$ cat config.mk
export PLATFORM = sky130hd
export DESIGN_NAME = mdu_issue_ctrl
export DESIGN_NICKNAME = d
export VERILOG_FILES = /design/src/rtl/mdu_pkg.sv /design/src/rtl/sat_counter.sv /design/src/rtl/mdu_issue_ctrl.sv
export SDC_FILE = /design/constraint.sdc
export NUM_CORES = 1
export LEC_CHECK = 0
export CAP_MARGIN = 15
export CORE_MARGIN = 1.5
export CORE_UTILIZATION = 30
export CTS_CLUSTER_DIAMETER = 150
export CTS_CLUSTER_SIZE = 10
export DETAILED_ROUTE_END_ITERATION = 16
export GPL_TIMING_DRIVEN = 1
export PLACE_DENSITY = 0.65
export SLEW_MARGIN = 10
export SYNTH_ARGS = -nofsm -noshare
export SYNTH_HDL_FRONTEND = slang
export SYNTH_SLANG_ARGS = --single-unit
$ cat constraint.sdc
create_clock -name clk -period 5.07 [get_ports clk]
set_input_delay 1.014 -clock clk [delete_from_list [all_inputs] [get_ports clk]]
set_output_delay 1.014 -clock clk [all_outputs]
set_load 0.02 [all_outputs]
$ cat src/rtl/mdu_pkg.sv
// Shared definitions for the MDU issue path: op-class encodings, controller
// state encoding and op-class helpers.
package mdu_pkg;

    localparam int OP_W = 4;

    localparam logic [OP_W-1:0] MDU_NONE = 4'd0;
    localparam logic [OP_W-1:0] MULT     = 4'd1;
    localparam logic [OP_W-1:0] MULTU    = 4'd2;
    localparam logic [OP_W-1:0] DIV      = 4'd3;
    localparam logic [OP_W-1:0] DIVU     = 4'd4;
    localparam logic [OP_W-1:0] MFHI     = 4'd5;
    localparam logic [OP_W-1:0] MFLO     = 4'd6;
    localparam logic [OP_W-1:0] MTHI     = 4'd7;
    localparam logic [OP_W-1:0] MTLO     = 4'd8;

    typedef enum logic [1:0] {
        IDLE   = 2'd0,
        ISSUED = 2'd1,
        BUSY   = 2'd2
    } mdu_state_e;

    function automatic logic is_compute(input logic [OP_W-1:0] op);
        return (op == MULT) || (op == MULTU) || (op == DIV) || (op == DIVU);
    endfunction

    function automatic logic is_move_from(input logic [OP_W-1:0] op);
        return (op == MFHI) || (op == MFLO);
    endfunction

    function automatic logic is_move_to(input logic [OP_W-1:0] op);
        return (op == MTHI) || (op == MTLO);
    endfunction

endpackage

$ cat src/rtl/sat_counter.sv
// Up-counter that sticks at all-ones instead of wrapping; async active-low clear.
module sat_counter #(
    parameter int W = 16
) (
    input  logic         clk,
    input  logic         clr_n,
    input  logic         en,
    output logic [W-1:0] count
);

    always_ff @(posedge clk or negedge clr_n) begin
        if (!clr_n) begin
            count <= '0;
        end else if (en && (count != {W{1'b1}})) begin
            count <= count + W'(1);
        end
    end

endmodule

$ cat src/rtl/mdu_issue_ctrl.sv
// E-stage issue/hazard controller for the MDU Start/Busy handshake.
//
// state  | meaning
// IDLE   | no op in flight; a COMPUTE in E may launch
// ISSUED | Start sampled last cycle, waiting for the MDU to raise Busy
// BUSY   | MDU computing; lat_cnt counts Busy cycles for the timeout
module mdu_issue_ctrl #(
    parameter int OP_W    = 4,
    parameter int MAX_LAT = 16,
    parameter int CNT_W   = 16
) (
    input  logic             clk,
    input  logic             reset,
    input  logic             d_valid,
    input  logic [OP_W-1:0]  d_op,
    input  logic             e_valid,
    input  logic [OP_W-1:0]  e_op,
    input  logic             req,
    input  logic             mdu_busy,
    output logic             mdu_start,
    output logic [OP_W-1:0]  mdu_op,
    output logic             stall_d,
    output logic             proto_err,
    output logic             timeout_err,
    output logic [CNT_W-1:0] stall_cnt
);

    import mdu_pkg::*;

    localparam int LAT_W = $clog2(MAX_LAT + 1);

    mdu_state_e       state;
    logic [LAT_W-1:0] lat_cnt;
    logic             idle;

    assign idle      = (state == IDLE);
    assign mdu_start = e_valid & is_compute(e_op) & ~req & idle;
    assign mdu_op    = (e_valid & ~req & idle) ? e_op : OP_W'(MDU_NONE);
    // The MDU raises Busy a cycle after Start, so the Start cycle itself must stall.
    assign stall_d   = d_valid & (d_op != OP_W'(MDU_NONE))
                     & (~idle | mdu_busy | mdu_start);

    always_ff @(posedge clk or negedge reset) begin
        if (!reset) begin
            state       <= IDLE;
            lat_cnt     <= '0;
            proto_err   <= 1'b0;
            timeout_err <= 1'b0;
        end else if (!req) begin
            case (state)
                IDLE: begin
                    if (mdu_start) begin
                        state   <= ISSUED;
                        lat_cnt <= '0;
                    end
                end
                ISSUED: begin
                    if (mdu_busy) begin
                        state   <= BUSY;
                        lat_cnt <= LAT_W'(1);
                    end else begin
                        state     <= IDLE;
                        proto_err <= 1'b1;
                    end
                end
                BUSY: begin
                    if (!mdu_busy) begin
                        state <= IDLE;
                    end else if (lat_cnt == LAT_W'(MAX_LAT - 1)) begin
                        state       <= IDLE;
                        timeout_err <= 1'b1;
                    end else begin
                        lat_cnt <= lat_cnt + LAT_W'(1);
                    end
                end
                default: state <= IDLE;
            endcase
        end
    end

    sat_counter #(.W(CNT_W)) u_stall_cnt (
        .clk   (clk),
        .clr_n (reset),
        .en    (stall_d),
        .count (stall_cnt)
    );

endmodule

== Yosys cells after proc, flatten, opt, wreduce, memory -nomap -nowiden ==
Cells that the tools add are included.

* Add/subtract/negate cells: 2
* $mul: 0
* Div/mod/pow operators: 0
* Magnitude comparators: 0
* Eq/ne operators: 13
* Shift-type cells: 0
* Muxes and demuxes: 11
* Bitwise gates (word level): 12
* Reduce and logical (&&, ||, !) cells: 11

{| class="wikitable"
|+ Operators with widths
! kind !! count
|-
| 2-to-1 mux 5 bit || 4
|-
| adder 16 x 1 -> 16 bit (second input constant) || 1
|-
| != test 16 bit (second input constant) || 1
|-
| one-hot mux 5 bit (3 select lines) || 1
|-
| == test 4 x 2 -> 1 bit (second input constant) || 2
|-
| 2-to-1 mux 2 bit || 4
|-
| != test 2 bit (second input constant) || 4
|-
| AND 1 bit || 7
|-
| one-hot mux 2 bit (3 select lines) || 1
|-
| AND reduction 3 bit || 2
|-
| AND reduction 6 bit || 1
|-
| adder 5 x 1 -> 5 bit (second input constant) || 1
|-
| == test 5 x 4 -> 1 bit (second input constant) || 1
|-
| == test 4 x 1 -> 1 bit (second input constant) || 1
|-
| == test 4 x 3 -> 1 bit (second input constant) || 1
|-
| 2-to-1 mux 4 bit || 1
|-
| AND reduction 4 bit || 1
|-
| nonzero test 4 bit || 1
|-
| logical OR 1 bit || 3
|-
| != test 3 bit (second input constant) || 1
|-
| inverter 1 bit || 3
|-
| nonzero test 3 bit || 1
|-
| == test 2 x 1 -> 1 bit (second input constant) || 1
|-
| == test 2 bit (second input constant) || 1
|-
| 3 further kinds || 4
|}

* Register bits after elaboration: 25
* Latch bits: 0
* Memory bits (writable): 0
* ROM bits: 0
* Input port bits: 14
* Memories kept: 0

== Longest topological paths before layout ==
Gate-level depths: netlist (run 1).

* Depth in word-level cells: 10
* Mapped depth: 8
* Mapped depth without buffers: 7

== Modules after synthesis ==
Synthesis (run 1) repeated with hierarchy kept, for this count alone.

* Cells, all modules: 135
* Area, all modules: 1,512.7 um^2

{| class="wikitable"
|+ By module, submodules not included
! module !! instances !! cells an instance !! area each (um^2) !! seq. area each (um^2)
|-
| sat_counter || 1 || 72 || 859.6 || 400.4
|-
| mdu_issue_ctrl || 1 || 63 || 653.1 || 225.2
|}

== Worst setup path after synthesis (run 1) ==
No wires, ideal clock.

* Path kind: input to output
* Start: in e_op[2]
* End: out stall_d
* Arrival time: 1.859 ns
* Required time: 4.056 ns
* Setup slack: 2.197 ns
* Stages on the path: 3
* Path buffers: 0
* Cell sequence: or3_1 a311oi_2 nor2_1

* Longest elaborated chain between the ends: 9
* Elaborated cells between the ends (all ways): 12
* Those cells by class: eq/ne: 4; bitwise: 5; reduce/logical: 3

{| class="wikitable"
|+ Ends and longest elaborated chain
! what !! line !! source
|-
| start: declaration || mdu_issue_ctrl.sv:17 || <nowiki>input logic [OP_W-1:0] e_op,</nowiki>
|-
| == test 4 x 1 -> 1 bit or == test 4 x 2 -> 1 bit (tied branches) || mdu_pkg.sv:24 || <nowiki>return (op == MULT) || (op == MULTU) || (op == DIV) || (op == DIVU);</nowiki>
|-
| logical OR 1 bit (2 in series) || mdu_pkg.sv:24 ||
|-
| logical OR 1 bit * || mdu_pkg.sv:24 ||
|-
| AND 1 bit * (3 in series) || mdu_issue_ctrl.sv:37 || <nowiki>assign mdu_start = e_valid & is_compute(e_op) & ~req & idle;</nowiki>
|-
| bitwise OR 1 bit * || mdu_issue_ctrl.sv:41 || <nowiki>& (~idle | mdu_busy | mdu_start);</nowiki>
|-
| AND 1 bit * || mdu_issue_ctrl.sv:41 ||
|-
| end: declaration || mdu_issue_ctrl.sv:22 || <nowiki>output logic stall_d,</nowiki>
|}

Mark *: on every way between the ends. The rest lies on a longest branch, timed or not.

== Worst setup path in the final report (run 1) ==
Same ends and word-level chain as after synthesis.

==> results_tabular.tex, run 1 <==
\begin{tabular}{lr}
\hline
Metric & Value \\
\hline
\multicolumn{2}{l}{\textbf{Yosys}} \\
\quad Flops \& latches, synth & 25 \\
\quad Post-synthesis share of cell area spent on full adders, half adders and majority gates & 0.0548 \\
\quad Distinct cells, synth & 39 \\
\quad Fraction of the mapped netlist area in simple logic gates & 0.228 \\
\quad Syn Inst Count & 138 \\
\quad Async set-or-reset flop fraction in the synthesized netlist & 1.00 \\
\quad Synthesized area per cell & between 9 and 10 um2 \\
\quad YS warnings & 0 \\
\quad Post-synthesis compound-gate area fraction & 0.0941 \\
\quad Area of the mapped netlist & 0.00137 mm2 \\
\quad XOR/XNOR share of the synthesized area & 0.0895 \\
\quad Combinational family with the most area after synthesis & simple AND/OR/NAND/NOR gates \\
\quad Proportion of synthesized area in mux cells & 0.0311 \\
\quad Number of enable flip-flop cells after synthesis & 0 \\
\quad Part of the Yosys area used for sequential elements & 0.457 \\
\quad Net count of the mapped netlist & roughly 160 \\
\quad Dominant synthesized flop cell & sky130\_fd\_sc\_hd\_\_dfrtp\_1 \\
\multicolumn{2}{l}{\textbf{Pwr}} \\
\quad Reg power frac & 0.405 \\
\quad Cell leakage power & $\sim$0.77 nW \\
\quad Power per cell area & 402 mW/mm2 \\
\quad Proportion of power drawn by combinational gates & 0.437 \\
\quad Clock Power Share & 0.159 \\
\quad Internal power component & 0.454 mW \\
\quad Net Sw Power & 0.290 mW \\
\quad Switching fraction of total power & 0.389 \\
\quad Worst vdd ir & 0.000273 V \\
\quad Post-layout total power & 0.744 mW \\
\multicolumn{2}{l}{\textbf{Global routing}} \\
\quad Vias in the first global route & roughly 1100 \\
\quad Largest net degree at the start of global routing & 26 \\
\quad Final global-route overflow total & 0 \\
\quad Global-route wire length before repair & 5020 um \\
\quad All-Layer GR Usage & 0.124 \\
\quad Number of antenna violations at the first check in global routing & 0 \\
\multicolumn{2}{l}{\textbf{STA}} \\
\quad Hold Violations, Final & 0 \\
\quad Worst-case headroom to the max-slew limit & 0.353 \\
\quad Final-layout setup total negative slack & 0 ns \\
\quad Unrepaired setup endpoints after global routing & no \\
\quad Worst hold-check slack & 0.470 ns \\
\quad Slew Limit Fails & 0 \\
\quad Finish-stage setup viols & 0 \\
\quad Slew at the pin closest to its max-slew limit & 0.964 ns \\
\quad Min Clock Period, post-route & 3.92 ns \\
\quad Worst Clk Skew & around 0.00078 ns \\
\quad Achievable Freq & 255 MHz \\
\quad Share of the clock period used by the worst path after layout & 0.773 \\
\multicolumn{2}{l}{\textbf{Floorplanning}} \\
\quad Initial standard-cell utilization of the core & 0.312 \\
\quad Total number of placement rows & 24 \\
\quad DIE WIDTH & 70.6 um \\
\quad Ports placed on the boundary & 38 \\
\quad Die area & 0.00498 mm2 \\
\quad Placeable core region & approximately 0.0044 mm2 \\
\quad Die Y-Extent & 70.6 um \\
\multicolumn{2}{l}{\textbf{Worst setup path}} \\
\quad Depth of the worst register-to-register path & 7 \\
\quad Internal reg-to-reg setup slack & between 2 and 3 ns \\
\quad Critical Path Fanout Max & 4 \\
\quad Reg2Reg Launch Point & lat\_cnt[0] \\
\quad Startpoint type of the worst setup path & primary input \\
\quad Required time of the critical path & 4.06 ns \\
\quad Crit path buf inv count & 2 \\
\quad Cell family with most CP delay & buffers and inverters \\
\quad Most common cell on crit path & sky130\_fd\_sc\_hd\_\_clkdlybuf4s50\_1 \\
\quad Max incr delay on CP & 0.58 ns \\
\quad Critical path class & primary input to output pin \\
\quad Type of destination of the critical path & output pin \\
\quad Arrival time at the worst endpoint & 2.91 ns \\
\quad Slowest cell on the critical path & sky130\_fd\_sc\_hd\_\_clkdlybuf4s50\_1 \\
\quad Crit-path cells & clkdlybuf4s50\_1 > or3\_1 > a311oi\_2 > nor2\_1 > clkdlybuf4s50\_1 \\
\quad Worst reg2reg endpoint & lat\_cnt[1] \\
\multicolumn{2}{l}{\textbf{Job}} \\
\quad Max-cap viol count & 0 \\
\multicolumn{2}{l}{\textbf{CTS}} \\
\quad Number of instances resized during post-cts repair & 0 \\
\quad Clock transition at the registers of the reported paths & $\sim$0.090 ns \\
\quad Clock latency of the later-clocked register in the worst-skew pair & 0.27 ns \\
\quad Clock tree sinks & 25 \\
\quad Postcts setup bufs & 0 \\
\quad Cts hold-fix bufs & 0 \\
\quad Inserted Clock Buffers & 3 \\
\quad Clock root buffer master & sky130\_fd\_sc\_hd\_\_clkbuf\_8 \\
\quad Depth of the CTS H-tree & 1 \\
\quad Max Root-Sink Buffers & 2 \\
\quad Clock tree from TritonCTS & yes \\
\multicolumn{2}{l}{\textbf{Detailed routing}} \\
\quad Detailed Route Iter0 Violations & 58 \\
\quad Number of DRC violations after detailed routing & 0 \\
\quad 1st-pass router iterations & 4 \\
\quad Overall routed net length & 2950 um \\
\quad Per-cell routed wire length & 12.8 um \\
\quad Antenna Violating Nets Remaining & 0 \\
\quad DR vias/cell & 4.87 \\
\quad Number of vias in the routed layout & 1119 \\
\multicolumn{2}{l}{\textbf{Run status}} \\
\quad Status & finished, final reports clean \\
\multicolumn{2}{l}{\textbf{Hold path}} \\
\quad Worst Min Path Start & timeout\_err \\
\quad Class of the most critical hold timing path & register to register \\
\quad Worst-case hold path end point & timeout\_err \\
\quad Worst hold path cell count & 2 \\
\multicolumn{2}{l}{\textbf{Finish}} \\
\quad Layout Nets & 199 \\
\quad Commonest non-fill, non-tap cells in the layout & 37 x sky130\_fd\_sc\_hd\_\_clkdlybuf4s50\_1, 25 x sky130\_fd\_sc\_hd\_\_dfrtp\_1, 14 x sky130\_fd\_sc\_hd\_\_inv\_1 \\
\quad Final standard cell area without fillers & 0.00185 mm2 \\
\quad Final antenna diode count & 0 \\
\quad Most common library cell in the layout ignoring fill and taps & sky130\_fd\_sc\_hd\_\_clkdlybuf4s50\_1 \\
\quad Area Growth Syn to Fin & 35.0\% \\
\quad Share of cells above drive strength 1 & 0.0730 \\
\multicolumn{2}{l}{\textbf{Placed design}} \\
\quad Post-detailed-placement cell area & approximately 0.0018 mm2 \\
\quad Port Buffer Count & 37 \\
\quad Post-DP HPWL & roughly 2200 um \\
\quad Routability congestion estimate & 0.749 \\
\hline
\end{tabular}
==> state kept, by name, summed over array words and instances (netlist names) <==
register           flops
lat_cnt                5
state                  2
timeout_err            1
proto_err              1
u_stall_cnt.count     16
==> power by group through the flow <==
| stage | sequential (mW) | clock (mW) | combinational [mW] |
|---|---|---|---|
| after CTS | 0.302 | 0.126 | 0.328 |
| after floorplan | 0.329 | 0 | 0.170 |
| after detailed placement | 0.305 | 0 | 0.326 |
| final | 0.301 | 0.118 | 0.325 |
| after global placement | 0.303 | 0 | 0.323 |
| after global routing | 0.309 | 0.131 | 0.355 |
==> cells in the mapped netlist, types with 2 or more instances <==
cell type                   n  area (um2)
sky130_fd_sc_hd__a211oi_1   2        15.0
sky130_fd_sc_hd__a21oi_1    2        10.0
sky130_fd_sc_hd__and2_1     4        25.0
sky130_fd_sc_hd__and3_1     2        12.5
sky130_fd_sc_hd__buf_2      2        10.0
sky130_fd_sc_hd__dfrtp_1   25         626
sky130_fd_sc_hd__ha_1       6        75.1
sky130_fd_sc_hd__inv_1     14        52.6
sky130_fd_sc_hd__mux2_2     2        22.5
sky130_fd_sc_hd__mux2i_1    2        20.0
sky130_fd_sc_hd__nand2_1   11        41.3
sky130_fd_sc_hd__nand3_1    7        35.0
sky130_fd_sc_hd__nand4_1    6        37.5
sky130_fd_sc_hd__nor2_1     9        33.8
sky130_fd_sc_hd__nor3_1     3        15.0
sky130_fd_sc_hd__nor3b_1    2        15.0
sky130_fd_sc_hd__o21ai_0    4        20.0
sky130_fd_sc_hd__or3_1      2        12.5
sky130_fd_sc_hd__xnor2_1    9        78.8
sky130_fd_sc_hd__xor2_1     5        43.8
==> metrics by stage <==
step                      cells   util  worst slack (ns)
final                       230  0.422              1.15
after global placement      226  0.411              1.13
after CTS                   230  0.422              1.13
after global routing        230  0.422              1.04
after floorplan             138      -              2.20
after detailed placement    226  0.411              1.13
==> metal layers <==
layer | vias to the layer above | GRT usage | wire (um)
li1 | 560 | - | -
met1 | 529 | 0.184 | 1500
met3 | 2 | 0.0199 | 115
met2 | 28 | 0.187 | 1310
met4 | 0 | 0.0377 | 14
met5 | - | 0 | 0
==> tightest hold or removal path, cell delays in order, from the launching register on <==
cell,delay (ns)
sky130_fd_sc_hd__dfrtp_1,0.35
sky130_fd_sc_hd__inv_1,0.04
sky130_fd_sc_hd__o31ai_1,0.05
==> worst max-delay path by stage <==
stage,from,endpoint,slack [ns],cells after the start
after floorplan,e_op[2],stall_d,2.20,3
after global placement,d_op[1],stall_d,1.13,4
after global routing,e_op[2],stall_d,1.04,5
after CTS,d_op[1],stall_d,1.13,4
final,e_op[2],stall_d,1.15,5
after detailed placement,d_op[1],stall_d,1.13,4
==> cells by family after synthesis <==
| family | after synthesis |
|---|---|
| simple gates | 55 |
| flops | 25 |
| compound gates | 18 |
| buf+inv | 16 |
| xor+xnor | 14 |
| fa+ha+maj | 6 |
| mux | 4 |
==> area by class of cell <==
| class | count | area (um2) |
|---|---|---|
| flip-flops and latches | 25 | 626 |
| inverters | 14 | 52.6 |
| fillers | 443 | 2530 |
| well taps | 52 | 65.1 |
| multi-input cells | 97 | 682 |
| clock inverters | 1 | 5.00 |
| repair buffers | 38 | 378 |
| clock buffers | 3 | 41.3 |
(Power assumes the default switching activity.)
==> inputs of run 2 (changes only) <==
--- a/config.mk
+++ b/config.mk
@@ -12,7 +12,7 @@
 export CTS_CLUSTER_SIZE = 10
 export DETAILED_ROUTE_END_ITERATION = 16
 export GPL_TIMING_DRIVEN = 1
-export PLACE_DENSITY = 0.65
+export PLACE_DENSITY = 0.67
 export SLEW_MARGIN = 10
 export SYNTH_ARGS = -nofsm -noshare
 export SYNTH_HDL_FRONTEND = slang
==> constraint.sdc (replaced) <==
create_clock -name clk -period 3.2 [get_ports clk]
set_input_delay 0.64 -clock clk [delete_from_list [all_inputs] [get_ports clk]]
set_output_delay 0.64 -clock clk [all_outputs]
set_load 0.02 [all_outputs]
==> run 2 against run 1 <==
- core utilization is 0.83 points higher
- setup slack worse by 1.0 ns
- power is 61% higher
- critical path type unchanged
- sequential share of layout area is 0.65 points lower
- count of clock-buffer cells in the layout is 1 higher
- hold slack better by 0.0091 ns
- largest power group unchanged
- highest routed layer unchanged
- sequential power is 57% higher
- combinational power is 65% higher
- cell area is 2.0% higher
==> results_tabular.tex, run 2 (synthesis results as in run 1) <==
\begin{tabular}{lr}
\hline
Metric & Value \\
\hline
\multicolumn{2}{l}{\textbf{CTS}} \\
\quad Max Root-Sink Buffers & 2 (unchanged) \\
\quad Postcts setup bufs & 0 (unchanged) \\
\quad Cts hold-fix bufs & 0 (unchanged) \\
\quad Inserted Clock Buffers & 3 (unchanged) \\
\quad Clock tree from TritonCTS & yes (unchanged) \\
\quad Clock root buffer master & sky130\_fd\_sc\_hd\_\_clkbuf\_8 (unchanged) \\
\quad Number of instances resized during post-cts repair & 0 (unchanged) \\
\quad Clock latency of the later-clocked register in the worst-skew pair & 0.27 ns (about the same) \\
\quad Clock tree sinks & 25 (unchanged) \\
\quad Clock transition at the registers of the reported paths & 0.09 ns (about the same) \\
\quad Depth of the CTS H-tree & 1 (unchanged) \\
\multicolumn{2}{l}{\textbf{Worst setup path}} \\
\quad Depth of the worst register-to-register path & 8 (was 7) \\
\quad Startpoint type of the worst setup path & primary input (unchanged) \\
\quad Required time of the critical path & 2.56 ns (was 4.06 ns) \\
\quad Slowest cell on the critical path & sky130\_fd\_sc\_hd\_\_clkdlybuf4s50\_1 (unchanged) \\
\quad Cell count along the critical path & 5 (unchanged) \\
\quad Crit path buf inv count & 2 (unchanged) \\
\quad Type of destination of the critical path & output pin (unchanged) \\
\quad Critical path class & primary input to output pin (unchanged) \\
\quad Arrival time at the worst endpoint & 2.42 ns (was 2.91 ns) \\
\quad Crit-path cells & clkdlybuf4s50\_1 > or3\_1 > a311oi\_2 > nor2\_1 > clkdlybuf4s50\_1 (unchanged) \\
\quad Max incr delay on CP & 0.55 ns (was 0.58 ns) \\
\quad Cell family with most CP delay & buffers and inverters (unchanged) \\
\quad Most common cell on crit path & sky130\_fd\_sc\_hd\_\_clkdlybuf4s50\_1 (unchanged) \\
\quad Critical Path Fanout Max & 3 (was 4) \\
\multicolumn{2}{l}{\textbf{Detailed routing}} \\
\quad Antenna Violating Nets Remaining & 0 (unchanged) \\
\quad DR vias/cell & 4.73 (was 4.87) \\
\quad Detailed Route Iter0 Violations & 47 (was 58) \\
\quad Overall routed net length & 2920 um (was 2950 um) \\
\quad Per-cell routed wire length & 12.4 um (was 12.8 um) \\
\quad Number of DRC violations after detailed routing & 0 (unchanged) \\
\quad 1st-pass router iterations & 4 (unchanged) \\
\quad Number of vias in the routed layout & 1112 (was 1119) \\
\multicolumn{2}{l}{\textbf{STA}} \\
\quad Slew at the pin closest to its max-slew limit & 0.319 ns (was 0.964 ns) \\
\quad Unrepaired setup endpoints after global routing & no (unchanged) \\
\quad Hold Violations, Final & 0 (unchanged) \\
\quad Slew Limit Fails & 0 (unchanged) \\
\quad Share of the clock period used by the worst path after layout & 0.956 \\
\quad Worst-case headroom to the max-slew limit & 0.784 (was 0.353) \\
\quad Finish-stage setup viols & 0 (unchanged) \\
\quad Final-layout setup total negative slack & 0 ns (unchanged) \\
\quad Achievable Freq & between 300 and 400 MHz \\
\quad Worst Clk Skew & 0.000901 ns (was 0.000776 ns) \\
\quad Min Clock Period, post-route & 3.06 ns \\
\multicolumn{2}{l}{\textbf{Finish}} \\
\quad Biggest registers after layout & u\_stall\_cnt.count x16, lat\_cnt x5, state x2 (unchanged) \\
\quad Largest register by flop count & u\_stall\_cnt.count (unchanged) \\
\quad Area Growth Syn to Fin & 37.6\% (was 35.0\%) \\
\quad Most common library cell in the layout ignoring fill and taps & sky130\_fd\_sc\_hd\_\_clkdlybuf4s50\_1 (unchanged) \\
\quad Final standard cell area without fillers & 0.00189 mm2 (was 0.00185 mm2) \\
\quad Share of cells above drive strength 1 & 0.0929 (was 0.0730) \\
\quad Fill cells & 434 (was 443) \\
\quad Commonest non-fill, non-tap cells in the layout & 37 x sky130\_fd\_sc\_hd\_\_clkdlybuf4s50\_1, 25 x sky130\_fd\_sc\_hd\_\_dfrtp\_1, 14 x sky130\_fd\_sc\_hd\_\_inv\_1 (unchanged) \\
\quad Final antenna diode count & 0 (unchanged) \\
\quad Largest register FFs & 16 (unchanged) \\
\quad Layout Nets & 204 (was 199) \\
\multicolumn{2}{l}{\textbf{Global routing}} \\
\quad Vias in the first global route & 1143 (was 1073) \\
\quad Final global-route overflow total & 0 (unchanged) \\
\quad Busiest layer in global routing & met1 (was met2) \\
\quad Met2 layer usage reported by global route & 0.177 (was 0.187) \\
\quad Met3 track demand over resource & 0.0256 (was 0.0199) \\
\quad Global-route wire length before repair & 5130 um (was 5020 um) \\
\quad All-Layer GR Usage & 0.126 (was 0.124) \\
\quad GR Layer Usage met1 & 0.186 (was 0.184) \\
\quad Largest net degree at the start of global routing & 26 (unchanged) \\
\quad Number of antenna violations at the first check in global routing & 0 (unchanged) \\
\multicolumn{2}{l}{\textbf{Floorplanning}} \\
\quad DIE WIDTH & 70.6 um (unchanged) \\
\quad Placeable core region & 0.00438 mm2 (unchanged) \\
\quad Total number of placement rows & 24 (unchanged) \\
\quad Die area & 0.00498 mm2 (unchanged) \\
\quad Die Y-Extent & 70.6 um (unchanged) \\
\quad Ports placed on the boundary & 38 (unchanged) \\
\quad Initial standard-cell utilization of the core & 0.312 (unchanged) \\
\multicolumn{2}{l}{\textbf{Pwr}} \\
\quad Worst vdd ir & 0.000359 V (was 0.000273 V) \\
\quad Power per cell area & 635 mW/mm2 (was 402 mW/mm2) \\
\quad Cell leakage power & 0.788 nW (was 0.766 nW) \\
\multicolumn{2}{l}{\textbf{Run status}} \\
\quad Status & finished, final reports clean (unchanged) \\
\multicolumn{2}{l}{\textbf{Hold path}} \\
\quad Class of the most critical hold timing path & register to register (unchanged) \\
\quad Worst hold path cell count & 2 (unchanged) \\
\multicolumn{2}{l}{\textbf{Job}} \\
\quad Max-cap viol count & 0 (unchanged) \\
\multicolumn{2}{l}{\textbf{Placed design}} \\
\quad Routability congestion estimate & 0.775 (was 0.749) \\
\quad Post-detailed-placement cell area & 0.00184 mm2 (was 0.00180 mm2) \\
\quad Port Buffer Count & 37 (unchanged) \\
\quad Post-DP HPWL & 2220 um (was 2250 um) \\
\hline
\end{tabular}
[run 2: cell types whose count changed in the layout (fill, tap and decap cells not counted), sizes merged]
cell    before  now
buf          1    6
clkbuf       3    4
clkinv       1    0
[run 2: worst reg2reg max path, delay by kind of cell (launching register included)]
| kind | cells | cell delay [ns] |
|---|---|---|
| AND/OR/NAND/NOR | 2 | 0.86 |
| flip-flops | 1 | 0.36 |
| XOR/XNOR | 1 | 0.15 |
| adder cells (fa/ha/maj) | 1 | 0.24 |
| AO/OA/AOI/OAI | 1 | 0.08 |
| buffers and inverters | 3 | 0.37 |
[run 2: cell type report]
cell class                      instances  area, um2  area share
Multi-Input combinational cell         97        682       0.362
Sequential cell                        25        626       0.332
Timing Repair Buffer                   43        415       0.220
Tap cell                               52       65.1      0.0345
Inverter                               14       52.6      0.0279
Clock buffer                            4       45.0      0.0239
[run 2: metal layers]
| metal | routed length [um] | up-vias |
|---|---|---|
| met5 | 0 | - |
| met4 | 21 | 0 |
| met3 | 180 | 2 |
| met2 | 1210 | 32 |
| met1 | 1510 | 508 |
| li1 | - | 570 |
[run 2: where the power goes]
| part | switching, mW | total (mW) | internal (mW) |
|---|---|---|---|
| combinational | 0.275 | 0.535 | 0.260 |
| clock | 0.100 | 0.189 | 0.0891 |
| sequential | 0.0839 | 0.474 | 0.390 |
| total | 0.459 | 1.20 | 0.739 |
[run 2: worst paths after layout]
path	end	slack, ns	start
max	stall_d	0.14	e_op[2]
min	timeout_err	0.48	timeout_err
max reg2reg	u_stall_cnt.count[14]	1.07	state[0]
min reg2reg	timeout_err	0.48	timeout_err
max in group asynchronous	timeout_err	2.22	reset
min in group asynchronous	u_stall_cnt.count[15]	0.74	reset
[run 2: metrics by stage]
stage	std cells	hold WS [ns]	utilization	worst slack (ns)	power, mW
final	235	0.479	0.430	0.141	1.20
after global routing	235	0.511	0.430	0.0625	1.29
after CTS	235	0.491	0.430	0.131	1.21
after detailed placement	231	0.462	0.420	0.131	1.02
after global placement	231	0.461	0.420	0.127	1.01
after floorplan	138	0.344	-	1.08	0.790
==> inputs of run 3 (changes only) <==
--- a/config.mk
+++ b/config.mk
@@ -5,6 +5,7 @@
 export SDC_FILE = /design/constraint.sdc
 export NUM_CORES = 1
 export LEC_CHECK = 0
+export ABC_CLOCK_PERIOD_IN_PS = 3200
 export CAP_MARGIN = 15
 export CORE_MARGIN = 1.5
 export CORE_UTILIZATION = 30
==> results of run 3 <==
Final layout, timing and power as in run 2 (identical DEF).
